File: src/rtl/filter_ctrl.sv
// rtl/filter_ctrl.sv - row-fetch / 3x3-sweep sequencer for the line-buffer filter stage
//
// Purpose: fetches image rows one at a time from the memory controller. It fills
// three line buffers, then runs one 3x3 window sweep per output row. Between sweeps
// it fetches one new row into the oldest buffer.
//
// Ports:
//   clk, rst       single rising-edge clock, synchronous active-high reset
//   start_i        start one image (accepted only in IDLE)
//   abort_i        drop the current image and return to IDLE
//   busy_o         high whenever not IDLE
//   img_done_o     one-cycle pulse at image completion
//   mem_req_o      one-cycle row fetch request, row index on mem_row_o
//   data_en_i      one pixel per cycle from the memory controller
//   core_run_o     enables one window sweep; core_done_i ends it
//   out_row_o      output row currently being swept
//   win_top_o      line buffer (0..2) holding the top window row
//   proto_err_o    sticky flag for strobes arriving in the wrong state

module filter_ctrl #(
    parameter int IMG_ROWS = 540,
    parameter int IMG_COLS = 540,
    parameter int CNT_W    = 10
) (
    input  logic             clk,
    input  logic             rst,
    input  logic             start_i,
    input  logic             abort_i,
    output logic             busy_o,
    output logic             img_done_o,
    output logic             mem_req_o,
    output logic [CNT_W-1:0] mem_row_o,
    input  logic             data_en_i,
    output logic             core_run_o,
    input  logic             core_done_i,
    output logic [CNT_W-1:0] out_row_o,
    output logic [1:0]       win_top_o,
    output logic             proto_err_o
);

    typedef enum logic [2:0] {
        IDLE  = 3'd0,
        REQ   = 3'd1,
        FETCH = 3'd2,
        RUN   = 3'd3,
        DONE  = 3'd4
    } state_t;

    localparam logic [CNT_W-1:0] LAST_COL     = CNT_W'(IMG_COLS - 1);
    localparam logic [CNT_W-1:0] LAST_OUT_ROW = CNT_W'(IMG_ROWS - 3);
    // Rows 0 and 1 complete without filling the window; after row 2 we can sweep.
    localparam logic [CNT_W-1:0] FILL_LAST    = CNT_W'(2);

    state_t           state_q, state_d;
    logic [CNT_W-1:0] fetch_row_q, fetch_row_d;
    logic [CNT_W-1:0] out_row_q, out_row_d;
    logic [CNT_W-1:0] col_cnt_q, col_cnt_d;
    logic [1:0]       win_top_q, win_top_d;
    logic             proto_err_q, proto_err_d;
    logic             proto_viol;

    // A strobe outside its own state is flagged but otherwise ignored.
    assign proto_viol = (data_en_i && (state_q != FETCH)) ||
                        (core_done_i && (state_q != RUN));

    always_comb begin
        state_d     = state_q;
        fetch_row_d = fetch_row_q;
        out_row_d   = out_row_q;
        col_cnt_d   = col_cnt_q;
        win_top_d   = win_top_q;
        proto_err_d = proto_err_q | proto_viol;

        unique case (state_q)
            IDLE: begin
                if (start_i) begin
                    fetch_row_d = '0;
                    out_row_d   = '0;
                    col_cnt_d   = '0;
                    win_top_d   = 2'd0;
                    proto_err_d = 1'b0;
                    state_d     = REQ;
                end
            end
            REQ: begin
                state_d = abort_i ? IDLE : FETCH;
            end
            FETCH: begin
                if (abort_i) begin
                    state_d = IDLE;
                end else if (data_en_i) begin
                    if (col_cnt_q == LAST_COL) begin
                        col_cnt_d   = '0;
                        fetch_row_d = fetch_row_q + 1'b1;
                        // Compare against the pre-increment row: new row < 3.
                        state_d     = (fetch_row_q < FILL_LAST) ? REQ : RUN;
                    end else begin
                        col_cnt_d = col_cnt_q + 1'b1;
                    end
                end
            end
            RUN: begin
                if (abort_i) begin
                    state_d = IDLE;
                end else if (core_done_i) begin
                    if (out_row_q == LAST_OUT_ROW) begin
                        state_d = DONE;
                    end else begin
                        out_row_d = out_row_q + 1'b1;
                        win_top_d = (win_top_q == 2'd2) ? 2'd0 : win_top_q + 2'd1;
                        state_d   = REQ;
                    end
                end
            end
            DONE: begin
                state_d = IDLE;
            end
            default: begin
                state_d = IDLE;
            end
        endcase
    end

    always_ff @(posedge clk) begin
        if (rst) begin
            state_q     <= IDLE;
            fetch_row_q <= '0;
            out_row_q   <= '0;
            col_cnt_q   <= '0;
            win_top_q   <= 2'd0;
            proto_err_q <= 1'b0;
        end else begin
            state_q     <= state_d;
            fetch_row_q <= fetch_row_d;
            out_row_q   <= out_row_d;
            col_cnt_q   <= col_cnt_d;
            win_top_q   <= win_top_d;
            proto_err_q <= proto_err_d;
        end
    end

    assign busy_o      = (state_q != IDLE);
    assign img_done_o  = (state_q == DONE);
    assign mem_req_o   = (state_q == REQ);
    assign core_run_o  = (state_q == RUN);
    assign mem_row_o   = fetch_row_q;
    assign out_row_o   = out_row_q;
    assign win_top_o   = win_top_q;
    assign proto_err_o = proto_err_q;

endmodule

File: config.mk
export PLATFORM = sky130hd
export DESIGN_NAME = filter_ctrl
export DESIGN_NICKNAME = d
export VERILOG_FILES = /design/src/rtl/filter_ctrl.sv
export SDC_FILE = /design/constraint.sdc
export NUM_CORES = 1
export LEC_CHECK = 0
export BUFFER_PORTS_ARGS = -buffer_cell sky130_fd_sc_hd__buf_2
export CORE_ASPECT_RATIO = 0.6
export CORE_MARGIN = 3
export CORE_UTILIZATION = 23
export DETAILED_ROUTE_END_ITERATION = 7
export GPL_TIMING_DRIVEN = 0
export SYNTH_ARGS = -nofsm -noshare
export SYNTH_HDL_FRONTEND = slang
export SYNTH_SLANG_ARGS = --single-unit
File: constraint.sdc
create_clock -name clk -period 5.5 [get_ports clk]
set_clock_uncertainty 0.05 [all_clocks]
set_input_delay 0.275 -clock clk [delete_from_list [all_inputs] [get_ports clk]]
set_output_delay 0.275 -clock clk [all_outputs]
set_load 0.02 [all_outputs]
Word level (Yosys, flattened, before mapping)
Cells that the tools add are included. Widths: inputs -> output; s select.

Add/sub/neg operators: 4. Bitwise operators: 1. Muxes and demuxes: 31. Reduce and logical (&&, ||, !) cells: 11. Order comparisons: 1. Equality and inequality tests: 19.

Operator list (number): $mux 10 (10); $pmux 10 s2 (3); $add 10x1->10 const B (3); $mux 3 (7); $eq 10x10->1 const B (2); $mux 2 (7); $ne 2x2->1 const B (6); $pmux 3 s4 (1); $lt 10x2->1 const B (1); $reduce_and 5->1 (2); $ne 3x2->1 const B (3); $reduce_and 4->1 (2); $eq 3x2->1 const B (2); $ne 3x3->1 const B (2); $pmux 2 s2 (1); $reduce_bool 2->1 (2); $eq 3x1->1 const B (1); $eq 3x3->1 const B (1); $logic_not 3->1 (1); $reduce_bool 3->1 (1); $add 2x1->2 const B (1); $eq 2x2->1 const B (1); $logic_and 1x1->1 (2); $mux 1 (2); other kinds (3) (3).

Flip-flop bits (word level): 36. Bits of input ports: 6. Logic and storage cells: 73. Output and inout port bits: 27.

Longest topological paths before layout
Word-level depth: 6. Gate-level depth with buffers: 7. Gate-level depth less buffers: 6.

Worst setup path after synthesis
OpenSTA, ideal clock, no wires.

Path kind: flip-flop to flip-flop. Start point: register out_row_q[1] (netlist: out_row_o[1]). End point: register out_row_q[2] (netlist: out_row_o[2]). Path buffers: 1. Setup slack: 3.606 ns. Required time: 5.380 ns. Library setup time: 0.070 ns. Cell stages (with the launch flop): 8. Arrival time: 1.773 ns. Clock period less this slack: 1.894 ns. Cells stage by stage: dfxtp_1 inv_1 ha_1 nor4bb_1 and4b_1 buf_6 or4_1 a21oi_1.

Cells in the longest elaborated chain, start to end: 5. Elaborated cells on any way between the ends: 8. Classes of those cells: add/sub: 1; eq/ne: 2; mux: 4; reduce/logical: 1.

RTL lines: start: declaration (line 56) `logic [CNT_W-1:0] out_row_q, out_row_d;`; start signal: assignment (line 135) `out_row_q <= out_row_d;`; $add 10x1->10 (line 109) `out_row_d = out_row_q + 1'b1;`; $mux 10 (line 106) `if (out_row_q == LAST_OUT_ROW) begin`; $mux 10 (line 105) `end else if (core_done_i) begin`; $mux 10 (line 103) `if (abort_i) begin`; $pmux 10 s2 (line 74) `unique case (state_q)`.

Several ways; a longest one is shown, not always the timed one. The select of a mux whose other input is x is not followed. A chain may end at the register's enable or synchronous reset.

Worst setup path after layout
Start point: register state_q[1]. End point: register out_row_q[8] (netlist: out_row_o[8]).

Cells in the longest elaborated chain, start to end: 3. Elaborated cells on any way between the ends: 9. Classes of those cells: eq/ne: 5; mux: 1; reduce/logical: 3.

RTL lines: start: declaration (line 54) `state_t state_q, state_d;`; start signal: assignment (line 133) `state_q <= state_d;`; $eq 3x2->1 / $logic_not 3->1 (equally long branches) (line 74); $ne 2x2->1 (no source line) (tied with other cells); $reduce_and 5->1 (no source line).

Several ways; a longest one is shown, not always the timed one.

==> flow_summary.yaml <==
yosys:
  synthDominantAreaCellType: "sky130_fd_sc_hd__dfxtp_1"
  synth.avg_cell_area_sq_um: 8.65
  synthesis.area_sq_um: 1960
  ys_dominant_reg_cell: "sky130_fd_sc_hd__dfxtp_1"
  asyncSetResetFlopFracSynth_pct: 0
  synthCells: 227
  synth.top_cell.area_share_pct: 36.7
  synth.yosys.seq_area_share_pct: 36.7
  ys_seq_elements: 36
  netlist-cell-type-count: 47
  yosys-top-cells-area: "sky130_fd_sc_hd__dfxtp_1 37%, sky130_fd_sc_hd__a21oi_1 5.9%, sky130_fd_sc_hd__o31ai_1 4.2%"
  syn_nets: 237
  ys_warn_count: 0
  synth-edff-count: 0
clock_tree:
  clockRootBuffer: "sky130_fd_sc_hd__clkbuf_16"
  clkTransAtPathRegs_ns: 0.06
  cts_repair_resize_count: 0
  cts_tree: "done"
  cts_num_sinks: 36
  clk-insertion-delay-late_ns: 0.28
  cts_buffers: 5
  holdBufCountCts: 0
  cts_buffer_depth: 2
  post-cts-setup-buffer-count: 0
  htree_num_levels: 2
layout:
  multi_input_gate_area_in_the_final_layout_sq_um: 1150
  area_delta_synth_final_pct: 23.4
  final_cell_mix: "36 x sky130_fd_sc_hd__dfxtp_1, 34 x sky130_fd_sc_hd__buf_2, 23 x sky130_fd_sc_hd__a21oi_1, 14 x sky130_fd_sc_hd__nor2_1, 13 x sky130_fd_sc_hd__o21ai_0"
  layout_commonest_cell: "sky130_fd_sc_hd__dfxtp_1"
  num-nets-final: 276
  fill_cells: 880
  drive_gt1_share_pct: 20.2
  antennaDiodeCount: 0
  final-seq-area_sq_um: 721
  final_area_sq_um: 2420
power_and_ir_drop:
  power_density_over_the_cells_nw_per_um2: 273
  leakage_nw: 0.869
  peakVddDrop_mv: 0.139
sta:
  rsz0062_at_grt: "false"
  period_needed_ns: 2.16
  finalSetupViolCount: 0
  finalSetupTns_ns: 0
  period_share_pct: 39.3
  max_slew_violation_total_from_the_final_report: 0
  timing_worst_slew_pin_value_ns: 0.684
  fmax_mhz: 463
  slew_headroom_pct: 54.1
  hold_viol: 0
  setup_slack_ns: 3.34
min_path:
  timing.hold.worst.start: "data_en_i"
  hold_path_class: "in2reg"
  hold-path-endpoint: "proto_err_o$_SDFF_PP0_"
  worst_hold_path.num_cells: 3
drt:
  remaining_drc_errors: 0
  drtPass1Iterations: 4
  vias: 1935
  drt_wl_total_mm: 5.51
  drt-vias-per-instance: 5.16
  detail_route.wl_per_cell_um: 14.7
  iteration_0_drc_markers: 152
  drtAntennaViolNets: 0
critical_path:
  reg2reg_to: "out_row_o[8]$_SDFFE_PP0P_"
  rrSetupSlack_ns: 3.34
  path_cells: "buf_4 > nor3b_2 > a31oi_1 > clkbuf_1 > nor4_1 > mux2i_1"
  critPathLaunchType: "register"
  worst_r2r_startpoint: "state_q[1]$_SDFFE_PP0P_"
  cpMaxStageDelayCell: "sky130_fd_sc_hd__dfxtp_1"
  cp_data_required_time_ns: 5.66
  critPathCaptureType: "register"
  critical_path.max_stage_delay_ns: 0.42
  arrival_ns: 2.31
  timing.setup.critical_path_class: "reg2reg"
  ff2ff_path_depth: 6
  worst-path-max-fanout: 10
global_routing:
  grt_antenna_before_repair: 0
  wire_length_of_the_first_global_routing_pass_mm: 9.10
  gr-usage-all-layers_pct: 11.5
  overflow: 0
  grt_pass1_vias: 1751
  largest_net_degree_at_the_start_of_global_routing: 12
floorplanning:
  i_o_pin_count: 33
  floorplan.die.width_um: 125
  floorplan_core_area_sq_um: 8070
  core.rowCount: 25
  dieArea_sq_um: 9720
  chipHeight_um: 77.6
  starting_utilization_of_the_core_area_pct: 24.3
placed_design:
  io_buffers: 32
  post-dp-hpwl_mm: 4.10
  place_area_sq_um: 2260
  finalWeightedCongestion: 0.821
  place_worst_setup_slack_ns: 3.39
outcome:
  result_of_the_run: "finished clean"
run:
  drv_cap: 0
## synthesized netlist by cell type, types with 3 or more instances
cell type / n
sky130_fd_sc_hd__nand2b_1: 3
sky130_fd_sc_hd__or4_1: 11
sky130_fd_sc_hd__and2_1: 4
sky130_fd_sc_hd__mux2i_1: 5
sky130_fd_sc_hd__nor3_1: 4
sky130_fd_sc_hd__nor2_1: 14
sky130_fd_sc_hd__o211ai_1: 4
sky130_fd_sc_hd__inv_1: 3
sky130_fd_sc_hd__o31ai_1: 11
sky130_fd_sc_hd__a21oi_1: 23
sky130_fd_sc_hd__xor2_1: 5
sky130_fd_sc_hd__ha_1: 4
sky130_fd_sc_hd__clkbuf_1: 7
sky130_fd_sc_hd__nand3_1: 10
sky130_fd_sc_hd__nand4_1: 7
sky130_fd_sc_hd__nor2b_1: 3
sky130_fd_sc_hd__dfxtp_1: 36
sky130_fd_sc_hd__or3_1: 12
sky130_fd_sc_hd__nand2_1: 9
sky130_fd_sc_hd__o21ai_0: 13
## registers in the layout, indices dropped and copies added (netlist names)
name / flops
state_q: 3
col_cnt_q: 10
proto_err_o: 1
win_top_o: 2
mem_row_o: 10
out_row_o: 10
## per-layer routing
metal	vias up	wire (um)	part of all wire (%)	GRT usage [%]
li1	943	-	-	-
met1	924	2840	51	17.2
met2	62	2250	41	15.9
met3	6	380	6.9	3.65
met4	0	41	0.74	2.71
met5	-	0	0	0
## layout make-up
cell class	count	share of cell area, %
Multi-Input combinational cell	174	47.6
Sequential cell	36	29.8
Timing Repair Buffer	32	6.61
Tap cell	108	5.58
Clock buffer	6	5.32
Buffer	14	3.25
Clock inverter	2	1.45
Inverter	3	0.465
## worst max-delay path: cells and delay by family, from the launching register on
family / cells / cell delay [ns]
buf+inv: 2 / 0.50
flops: 1 / 0.42
simple gates: 2 / 0.61
compound gates: 1 / 0.28
mux: 1 / 0.23
## worst max-delay path by stage
stage	slack (ns)	depth (start not counted)	endpoint	from
after global placement	3.39	6	out_row_o[8]$_SDFFE_PP0P_	state_q[1]$_SDFFE_PP0P_
after floorplan	3.61	7	out_row_o[2]$_SDFFE_PP0P_	out_row_o[1]$_SDFFE_PP0P_
final	3.34	6	out_row_o[8]$_SDFFE_PP0P_	state_q[1]$_SDFFE_PP0P_
after global routing	3.16	6	out_row_o[8]$_SDFFE_PP0P_	state_q[1]$_SDFFE_PP0P_
after detailed placement	3.39	6	out_row_o[8]$_SDFFE_PP0P_	state_q[1]$_SDFFE_PP0P_
after CTS	3.36	6	out_row_o[8]$_SDFFE_PP0P_	state_q[1]$_SDFFE_PP0P_
## cell families (layout without fill, tap and decap cells)
| group | count (synthesis) | count (layout) | share of synthesized area, % |
|---|---|---|---|
| AND/OR/NAND/NOR | 98 | 98 | 31.6 |
| XOR/XNOR | 6 | 6 | 2.68 |
| AO/OA/AOI/OAI | 61 | 61 | 19.3 |
| multiplexers | 5 | 5 | 2.55 |
| adder cells (fa/ha/maj) | 4 | 4 | 2.55 |
| flip-flops | 36 | 36 | 36.7 |
| buffers and inverters | 17 | 57 | 4.59 |
## metrics by stage
step	hold WS, ns	cells	util [%]	power, mW
after floorplan	0.369	227	-	0.321
after global placement	0.432	367	28.0	0.343
after detailed placement	0.437	367	28.0	0.344
after CTS	0.270	375	30.0	0.668
after global routing	0.317	375	30.0	0.693
final	0.285	375	30.0	0.662
## where the power goes
group	internal [mW]	total (mW)	leakage, nW	switching (mW)
logic	0.0228	0.0664	0.497	0.0437
registers	0.266	0.272	0.291	0.00629
clock network	0.213	0.324	0.0808	0.111
Power figures use the tool's default switching activity.
